==> src/rtl/mem_port_arbiter_if.sv <==
// mem_port_arbiter_if: fetch/data requester and shared memory-port signals of the arbiter
interface mem_port_arbiter_if #(
    parameter int ADDR_W = 32,
    parameter int DATA_W = 32
);
    logic                i_req;
    logic [ADDR_W-1:0]   i_addr;
    logic                i_ack;
    logic [DATA_W-1:0]   i_rdata;
    logic                i_err;
    logic                d_req;
    logic                d_we;
    logic [DATA_W/8-1:0] d_be;
    logic [ADDR_W-1:0]   d_addr;
    logic [DATA_W-1:0]   d_wdata;
    logic                d_ack;
    logic [DATA_W-1:0]   d_rdata;
    logic                d_err;
    logic                mem_en;
    logic                mem_we;
    logic [DATA_W/8-1:0] mem_be;
    logic [ADDR_W-1:0]   mem_addr;
    logic [DATA_W-1:0]   mem_wdata;
    logic                mem_ack;
    logic [DATA_W-1:0]   mem_rdata;
    logic                busy;
    modport master (
        input  i_req, i_addr, d_req, d_we, d_be, d_addr, d_wdata, mem_ack, mem_rdata,
        output i_ack, i_rdata, i_err, d_ack, d_rdata, d_err,
               mem_en, mem_we, mem_be, mem_addr, mem_wdata, busy
    );
    modport slave (
        output i_req, i_addr, d_req, d_we, d_be, d_addr, d_wdata, mem_ack, mem_rdata,
        input  i_ack, i_rdata, i_err, d_ack, d_rdata, d_err,
               mem_en, mem_we, mem_be, mem_addr, mem_wdata, busy
    );
endinterface

==> src/rtl/mem_port_arbiter.sv <==
// mem_port_arbiter: round-robin fetch/data arbiter for one variable-latency memory port with timeout
module mem_port_arbiter #(
    parameter int ADDR_W  = 32,
    parameter int DATA_W  = 32,
    parameter int TIMEOUT = 255
) (
    input logic                clk,
    input logic                rst,
    mem_port_arbiter_if.master bus
);
    localparam int BW = DATA_W / 8;
    localparam int CW = TIMEOUT > 1 ? $clog2(TIMEOUT) : 1;
    typedef enum logic [1:0] {IDLE, MEM, RESP} state_t;
    state_t            r_state, w_next;
    logic              r_last_d, r_gnt_d, r_we, r_err;
    logic [BW-1:0]     r_be;
    logic [ADDR_W-1:0] r_addr;
    logic [DATA_W-1:0] r_wdata, r_rdata;
    logic [CW-1:0]     r_cnt;
    logic              w_any, w_gnt_d, w_to, w_mem, w_i_ack, w_d_ack;
    always_comb begin
        w_any   = bus.i_req | bus.d_req;
        w_gnt_d = bus.d_req & (~bus.i_req | ~r_last_d);
        w_to    = (TIMEOUT != 0) && (32'(r_cnt) == TIMEOUT - 1);
        w_next  = r_state == IDLE ? (w_any ? MEM : IDLE) :
                  r_state == MEM  ? ((bus.mem_ack || w_to) ? RESP : MEM) : IDLE;
    end
    always_ff @(posedge clk) begin
        if (rst) begin
            r_state  <= IDLE;
            r_last_d <= 1'b1;
            r_gnt_d  <= 1'b0;
            r_we     <= 1'b0;
            r_be     <= '0;
            r_addr   <= '0;
            r_wdata  <= '0;
            r_rdata  <= '0;
            r_err    <= 1'b0;
            r_cnt    <= '0;
        end else begin
            r_state <= w_next;
            if (r_state == IDLE && w_any) begin
                r_gnt_d  <= w_gnt_d;
                r_last_d <= w_gnt_d;
                r_we     <= w_gnt_d & bus.d_we;
                r_be     <= w_gnt_d ? bus.d_be : '1;
                r_addr   <= w_gnt_d ? bus.d_addr : bus.i_addr;
                r_wdata  <= w_gnt_d ? bus.d_wdata : '0;
                r_cnt    <= '0;
            end else if (r_state == MEM) begin
                // a completing mem_ack takes precedence over an expiring timeout
                if (bus.mem_ack) begin
                    r_rdata <= r_we ? '0 : bus.mem_rdata;
                    r_err   <= 1'b0;
                end else if (w_to) begin
                    r_rdata <= '0;
                    r_err   <= 1'b1;
                end else begin
                    r_cnt <= r_cnt + 1'b1;
                end
            end
        end
    end
    assign w_mem         = r_state == MEM;
    assign w_i_ack       = r_state == RESP && !r_gnt_d;
    assign w_d_ack       = r_state == RESP && r_gnt_d;
    assign bus.mem_en    = w_mem;
    assign bus.mem_we    = w_mem & r_we;
    assign bus.mem_be    = r_be;
    assign bus.mem_addr  = r_addr;
    assign bus.mem_wdata = r_wdata;
    assign bus.i_ack     = w_i_ack;
    assign bus.i_rdata   = w_i_ack ? r_rdata : '0;
    assign bus.i_err     = w_i_ack & r_err;
    assign bus.d_ack     = w_d_ack;
    assign bus.d_rdata   = w_d_ack ? r_rdata : '0;
    assign bus.d_err     = w_d_ack & r_err;
    assign bus.busy      = r_state != IDLE;
endmodule
==> src/flat_wrapper.sv <==
// flat-port wrapper written by rule: the top's interface ports become plain ports
module mem_port_arbiter_flat 
#(
    parameter int ADDR_W  = 32,
    parameter int DATA_W  = 32,
    parameter int TIMEOUT = 255
)
  (clk, rst, bus_i_req, bus_i_addr, bus_d_req, bus_d_we, bus_d_be, bus_d_addr, bus_d_wdata, bus_mem_ack, bus_mem_rdata, bus_i_ack, bus_i_rdata, bus_i_err, bus_d_ack, bus_d_rdata, bus_d_err, bus_mem_en, bus_mem_we, bus_mem_be, bus_mem_addr, bus_mem_wdata, bus_busy);
  mem_port_arbiter_if #(.ADDR_W(ADDR_W), .DATA_W(DATA_W)) bus_i ();
  input logic clk;
  input logic rst;
  input wire logic [$bits(bus_i.i_req)-1:0] bus_i_req;
  input wire logic [$bits(bus_i.i_addr)-1:0] bus_i_addr;
  input wire logic [$bits(bus_i.d_req)-1:0] bus_d_req;
  input wire logic [$bits(bus_i.d_we)-1:0] bus_d_we;
  input wire logic [$bits(bus_i.d_be)-1:0] bus_d_be;
  input wire logic [$bits(bus_i.d_addr)-1:0] bus_d_addr;
  input wire logic [$bits(bus_i.d_wdata)-1:0] bus_d_wdata;
  input wire logic [$bits(bus_i.mem_ack)-1:0] bus_mem_ack;
  input wire logic [$bits(bus_i.mem_rdata)-1:0] bus_mem_rdata;
  output wire logic [$bits(bus_i.i_ack)-1:0] bus_i_ack;
  output wire logic [$bits(bus_i.i_rdata)-1:0] bus_i_rdata;
  output wire logic [$bits(bus_i.i_err)-1:0] bus_i_err;
  output wire logic [$bits(bus_i.d_ack)-1:0] bus_d_ack;
  output wire logic [$bits(bus_i.d_rdata)-1:0] bus_d_rdata;
  output wire logic [$bits(bus_i.d_err)-1:0] bus_d_err;
  output wire logic [$bits(bus_i.mem_en)-1:0] bus_mem_en;
  output wire logic [$bits(bus_i.mem_we)-1:0] bus_mem_we;
  output wire logic [$bits(bus_i.mem_be)-1:0] bus_mem_be;
  output wire logic [$bits(bus_i.mem_addr)-1:0] bus_mem_addr;
  output wire logic [$bits(bus_i.mem_wdata)-1:0] bus_mem_wdata;
  output wire logic [$bits(bus_i.busy)-1:0] bus_busy;
  assign bus_i.i_req = bus_i_req;
  assign bus_i.i_addr = bus_i_addr;
  assign bus_i.d_req = bus_d_req;
  assign bus_i.d_we = bus_d_we;
  assign bus_i.d_be = bus_d_be;
  assign bus_i.d_addr = bus_d_addr;
  assign bus_i.d_wdata = bus_d_wdata;
  assign bus_i.mem_ack = bus_mem_ack;
  assign bus_i.mem_rdata = bus_mem_rdata;
  assign bus_i_ack = bus_i.i_ack;
  assign bus_i_rdata = bus_i.i_rdata;
  assign bus_i_err = bus_i.i_err;
  assign bus_d_ack = bus_i.d_ack;
  assign bus_d_rdata = bus_i.d_rdata;
  assign bus_d_err = bus_i.d_err;
  assign bus_mem_en = bus_i.mem_en;
  assign bus_mem_we = bus_i.mem_we;
  assign bus_mem_be = bus_i.mem_be;
  assign bus_mem_addr = bus_i.mem_addr;
  assign bus_mem_wdata = bus_i.mem_wdata;
  assign bus_busy = bus_i.busy;
  mem_port_arbiter #(.ADDR_W(ADDR_W), .DATA_W(DATA_W), .TIMEOUT(TIMEOUT)) u_core (.clk(clk), .rst(rst), .bus(bus_i));
endmodule
==> config.mk <==
export PLATFORM = sky130hd
export DESIGN_NAME = mem_port_arbiter_flat
export DESIGN_NICKNAME = d
export VERILOG_FILES = /design/src/rtl/mem_port_arbiter_if.sv /design/src/rtl/mem_port_arbiter.sv /design/src/flat_wrapper.sv
export SDC_FILE = /design/constraint.sdc
export NUM_CORES = 1
export LEC_CHECK = 0
export ABC_CLOCK_PERIOD_IN_PS = 2600
export CORE_AREA = 2 2 108 110
export DETAILED_ROUTE_END_ITERATION = 8
export DIE_AREA = 0 0 110 112
export DONT_BUFFER_PORTS = 1
export HOLD_SLACK_MARGIN = 0.1
export PLACE_DENSITY = 0.58
export SYNTH_ARGS = -nofsm -noshare
export SYNTH_HDL_FRONTEND = slang
export SYNTH_SLANG_ARGS = --single-unit
==> constraint.sdc <==
create_clock -name clk -period 2.6 [get_ports clk]
set_input_delay 0.26 -clock clk [delete_from_list [all_inputs] [get_ports clk]]
set_output_delay 0.26 -clock clk [all_outputs]
set_load 0.05 [all_outputs]
==> flow_metrics.tcl, run 1 <==
set metrics [dict create \
    path_cells "nor2b_1 -> buf_4 -> and2_1" \
    nets 695 \
    cts_buffer_depth 2 \
    drt_wl_total_mm 13.0 \
    antenna_left 0 \
    synth-seq-cells 114 \
    rows 39 \
    dpl_cell_area_um2 4810 \
    core-area_um2 11200 \
    start_kind "flip-flop" \
    p_leak_nw 2.62 \
    whs_ns 0.108 \
    min_to "u_core.bus.mem_addr[4]" \
    antenna_found_initial 0 \
    maxCapViolations 0 \
    path_delay_family "simple AND/OR/NAND/NOR gates" \
    grt_pass1_wl_mm 19.5 \
    grt_pass1_vias 3860 \
    crit_path_end_kind "primary output" \
    synth_area_um2 4550 \
    async_flop_share_pct 0 \
    area_growth_pct 42.0 \
    syn_area_per_cell_um2 10.2 \
    status "complete, no violations" \
    syn_nets 585 \
    gp_congestion 0.754 \
    fmax_mhz 444 \
    grt_usage_pct 20.8 \
    syn_inst 445 \
    num_io_pins 277 \
    synthTopCellsByArea "dfxtp_1 50%, a22o_1 13%, and2_1 9.3%" \
    clk_pin_slew_ns 0.06 \
    cts_buffers 17 \
    wire_per_inst_um 18.3 \
    die_h_um 112 \
    antenna_cells 0 \
    timing.rr.start "u_core.r_last_d" \
    fin_ws_ns 0.345 \
    critical_path_arrival_ns 1.99 \
    fill_cells 936 \
    peakVddDrop_mv 0.445 \
    hp-class "in2reg" \
    synthFlopType "dfxtp_1" \
    grt_overflow 0 \
    drtPass1Iterations 5 \
    synth_top_cell_by_area "dfxtp_1" \
    h-tree-depth 4 \
    finalSetupViolCount 0 \
    first_iter_violations 242 \
    start_util_pct 40.7 \
    drv_slew 0 \
    finalHoldViolCount 0 \
    fin_skew_ns 0.0211 \
    drive_gt1_share_pct 11.8 \
    crit_buf_inv 1 \
    vias 3921 \
    tightestPinTransition_ns 0.584 \
    final_area_um2 6460 \
    rsz0062_at_grt "no" \
    port_buffers 0 \
    pre_cts_ws_ns 0.761 \
    cp_max_fo 6 \
    yosys_warnings 0 \
    ys_seq_area_share_pct 50.1 \
    pwr_density_cell_nw_per_um2 818 \
    holdPathStages 2 \
    synth_top_area_share_pct 50.1 \
    max_stage_delay_ns 0.47 \
    reg2reg_depth 5 \
    min_period_over_period_pct 86.7 \
    cts_tree "yes" \
    r2r_slack_ns 0.55 \
    critical_path_class "reg2out" \
    die_w_um 110 \
    fin_setup_tns_ns 0 \
    worstReg2RegEnd "u_core.bus.mem_addr[20]" \
    synth-edff-count 0 \
    clk_latency_ns 0.41 \
    clkSinkCount 114 \
    hold_path_startpoint "bus_i_addr[4]" \
    drc 0 \
    critPathSlowestCell "and2_1" \
    root_buffer "clkbuf_16" \
    worstPathRequired_ns 2.34 \
    die_area_um2 12300 \
    post_drt_via_cell_ratio 5.51 \
    dp.final_hpwl_mm 7.91 \
    slew_headroom_pct 61.0 \
    period_needed_ns 2.25 \
    synth_cell_types 39 \
    grt_max_degree 69 \
    cts_setup_buffers 0 \
]
-- cell families (layout without fill, tap and decap cells) --
kind of cell | Yosys count | count (layout) | synth area share, %
buffers and inverters | 40 | 163 | 3.93
muxes | 32 | 32 | 7.03
AOI/OAI and AO/OA | 118 | 118 | 21.3
xor gates and xnor gates | 4 | 4 | 0.770
adders and majority gates | 2 | 2 | 0.550
DFF | 114 | 114 | 50.1
and+or+nand+nor | 135 | 135 | 16.3
-- worst reg2reg max path, cell delays in order, from the launching register on --
cell,delay [ns]
dfxtp_1,0.33
a21boi_4,0.13
buf_4,0.45
mux2i_1,0.20
dlygate4sd3_1,0.59
a211oi_1,0.25
-- cell usage in the layout (no fill, tap or decap), types with 4 or more instances in the layout --
cell type        n
bufinv_16        4
and2_1          68
inv_1            5
dfxtp_1        114
buf_4           24
dlygate4sd3_1  100
mux2i_1         32
a211oi_1        32
clkbuf_16       17
o221a_2          4
nand2_1          7
nor2_1          41
a22o_1          65
a21oi_1          5
-- flip-flops by register name, indices dropped and copies added, names as in the netlist --
name	flops
u_core.bus.mem_addr	32
u_core.bus.mem_wdata	32
u_core.r_rdata	32
u_core.r_cnt	8
u_core.bus.mem_be	4
u_core.r_state	2
u_core.r_err	1
u_core.r_gnt_d	1
u_core.r_last_d	1
u_core.r_we	1
-- cells in the mapped netlist, types with 2 or more instances --
master,n
inv_1,5
o221a_2,4
nand3_1,2
nand2_1,7
a22o_1,65
a211oi_1,32
mux2i_1,32
or4_1,2
xor2_1,2
nor2_1,42
o21ai_0,3
buf_2,20
xnor2_1,2
dfxtp_1,114
and2_1,68
ha_1,2
o31ai_1,2
and3b_1,2
a21oi_1,6
clkbuf_1,14
-- metal layers --
metal	global-route usage [%]	wire length (µm)	vias up
met3	7.61	1060	17
met5	0	0	-
met2	36.5	6600	211
met4	8.69	176	0
li1	-	-	1828
met1	22.0	5200	1865
-- layout make-up --
class | instances | area, µm² | share of cell area, %
flip-flops and latches | 114 | 2280 | 35.3
multi-input cells | 291 | 2130 | 32.9
repair buffers | 126 | 1220 | 18.9
clock buffers | 21 | 460 | 7.12
well taps | 143 | 179 | 2.77
clock inverters | 11 | 178 | 2.75
inverters | 5 | 18.8 | 0.290
-- worst max-delay path by stage --
| stage | slack, ns | startpoint | cells after the start | end |
|---|---|---|---|---|
| 2_1_floorplan | 0.44 | u_core.r_state[1] | 3 | bus_i_rdata[22] |
| 4_1_cts | 0.33 | u_core.r_state[0] | 3 | bus_mem_we |
| 6_report | 0.35 | u_core.r_state[0] | 3 | bus_mem_we |
| 3_5_place_dp | 0.76 | u_core.r_state[0] | 3 | bus_mem_we |
| 5_1_grt | 0.20 | u_core.r_state[0] | 3 | bus_mem_we |
| 3_3_place_gp | 0.79 | u_core.r_state[1] | 5 | u_core.r_cnt[1] |
-- power by group --
group          total [W]  internal [W]  switching (W)  leakage [nW]
logic           0.000516      0.000261       0.000254          1.39
clock network    0.00249       0.00166       0.000826         0.300
registers        0.00228       0.00187       0.000412         0.934
total            0.00529       0.00380        0.00149          2.62
-- what timing repair did --
item / CTS / global route
hold buffers: 101 / 0
hold endpoints to repair: 105 / 0
resized for setup: 0 / 0
-- through the flow --
step	power [W]	utilization [%]	cells
after CTS	0.00532	57.9	711
after detailed placement	0.00268	43.0	578
after floorplan	0.00260	-	445
final	0.00529	57.9	711
after global routing	0.00550	57.9	711
after global placement	0.00266	43.0	578
Note: power is estimated with default switching activity, not from simulation.
==> inputs of run 2 (changes only) <==
--- a/config.mk
+++ b/config.mk
@@ -6,12 +6,12 @@
 export NUM_CORES = 1
 export LEC_CHECK = 0
 export ABC_CLOCK_PERIOD_IN_PS = 2600
+export CAP_MARGIN = 20
 export CORE_AREA = 2 2 108 110
 export DETAILED_ROUTE_END_ITERATION = 8
 export DIE_AREA = 0 0 110 112
 export DONT_BUFFER_PORTS = 1
 export HOLD_SLACK_MARGIN = 0.1
-export PLACE_DENSITY = 0.58
 export SYNTH_ARGS = -nofsm -noshare
 export SYNTH_HDL_FRONTEND = slang
 export SYNTH_SLANG_ARGS = --single-unit
==> flow_metrics.tcl, run 2 (synthesized netlist as in run 1, its figures left out) <==
set metrics [dict create \
    gp_congestion 0.808 \
    die_h_um 112 \
    min_period_over_period_pct 84.4 \
    worstPathRequired_ns 2.34 \
    combPwrFrac_pct 9.4 \
    reg2reg_depth 5 \
    crit_path_end_kind "primary output" \
    start_kind "flip-flop" \
    most-common-layout-cells "114 x dfxtp_1, 93 x dlygate4sd3_1, 68 x and2_1" \
    core-area_um2 11200 \
    antenna_left 0 \
    cts_buffers 17 \
    swShare_pct 27.6 \
    die_area_um2 12300 \
    drive_gt1_share_pct 15.1 \
    rsz0062_at_grt "no" \
    hp-class "in2reg" \
    grt_overflow 0 \
    multi_input_area_um2 2130 \
    drt_wl_total_mm 13.1 \
    worstReg2RegEnd "u_core.bus.mem_wdata[14]" \
    clk_latency_ns 0.40 \
    port_buffers 0 \
    cts_tree "yes" \
    cts_buffer_depth 2 \
    fmax_mhz 456 \
    finalHoldViolCount 0 \
    clkSinkCount 114 \
    min_to "u_core.bus.mem_addr[1]" \
    area_growth_pct 43.9 \
    antenna_cells 0 \
    p_clk_share_pct 47.9 \
    dp.final_hpwl_mm 8.53 \
    root_buffer "clkbuf_16" \
    grt_max_degree 69 \
    num_io_pins 277 \
    grt_pass1_vias 3889 \
    drv_slew 0 \
    grt_usage_pct 21.0 \
    p_seq_share_pct 42.7 \
    period_needed_ns 2.19 \
    slew_headroom_pct 61.1 \
    critical_path_class "reg2out" \
    first_iter_violations 235 \
    p_leak_nw 2.70 \
    fin_setup_tns_ns 0 \
    clk_pin_slew_ns 0.06 \
    hold_path_startpoint "bus_d_addr[1]" \
    fill_cells 920 \
    p_sw_w 0.00147 \
    die_w_um 110 \
    nets 706 \
    post_drt_via_cell_ratio 5.43 \
    peakVddDrop_mv 0.439 \
    finalSetupViolCount 0 \
    critical_path_arrival_ns 1.93 \
    start_util_pct 40.7 \
    maxCapViolations 0 \
    r2r_slack_ns 0.56 \
    rows 39 \
    drtPass1Iterations 4 \
    wire_per_inst_um 18.2 \
    antenna_found_initial 0 \
    pwr_density_cell_nw_per_um2 816 \
    drc 0 \
    tightestPinTransition_ns 0.583 \
    final_util_pct 58.6 \
    ff_latch_area_um2 2280 \
    vias 3912 \
    fin_skew_ns 0.0172 \
    mostFrequentLayoutCell "dfxtp_1" \
    p_int_w 0.00387 \
    timing.rr.start "u_core.r_state[1]" \
    h-tree-depth 4 \
    grt_pass1_wl_mm 20.0 \
    holdPathStages 2 \
    status "complete, no violations" \
    cts_setup_buffers 0 \
    cp_max_fo 34 \
]
run 2: power by group through the flow:
stage | Clock (W) | Sequential [W] | Combinational [W]
2_1_floorplan | 0 | 0.00228 | 0.000312
3_3_place_gp | 0 | 0.00232 | 0.000348
3_5_place_dp | 0 | 0.00232 | 0.000364
4_1_cts | 0.00260 | 0.00228 | 0.000497
5_1_grt | 0.00270 | 0.00230 | 0.000552
6_report | 0.00256 | 0.00228 | 0.000503
run 2: worst max path at each step:
stage / startpoint / endpoint / slack [ns] / cells after the start
floorplan: u_core.r_state[1] / bus_i_rdata[22] / 0.44 / 3
global placement: u_core.r_state[1] / u_core.bus.mem_wdata[15] / 0.72 / 5
detailed placement: u_core.r_state[1] / u_core.bus.mem_wdata[15] / 0.61 / 5
CTS: u_core.r_state[1] / bus_i_rdata[10] / 0.42 / 3
global route: u_core.r_state[1] / bus_i_rdata[7] / 0.29 / 3
finish: u_core.r_state[1] / bus_i_rdata[10] / 0.41 / 3
run 2: layout make-up:
cell class / count / share of cell area [%]
clock inverter: 12 / 3.11
tap: 143 / 2.73
inverter: 5 / 0.286
clock buffer: 19 / 6.91
sequential: 114 / 34.8
timing repair buffer: 137 / 19.6
multi-input combinational: 291 / 32.5
run 2: critical path, cell delays in order (launching register included):
cell and delay [ns]:
dfxtp_1 0.42, nor3b_2 0.19, buf_4 0.38, and2_1 0.52
run 2: what timing repair did:
item                      4_1_cts  5_1_grt
gates resized for setup         0        0
hold endpoints to repair      105        0
hold buffers                   94        0
run 2: metrics by stage:
step           hold WS [ns]  power (W)  setup slack (ns)  instance area, µm²  instances
6_report              0.104    0.00535             0.406                6550        721
5_1_grt               0.102    0.00555             0.290                6550        721
4_1_cts               0.102    0.00538             0.417                6550        721
3_5_place_dp          0.342    0.00268             0.606                4940        596
3_3_place_gp          0.348    0.00267             0.724                4940        596
2_1_floorplan         0.393    0.00260             0.437                4550        445
run 2: per-layer routing:
layer / up-vias / wire length (µm) / track usage (%)
met5: - / 0 / 0
met4: 0 / 223 / 7.59
met3: 17 / 1230 / 7.67
met2: 200 / 6560 / 36.1
met1: 1844 / 5090 / 23.3
li1: 1851 / - / -
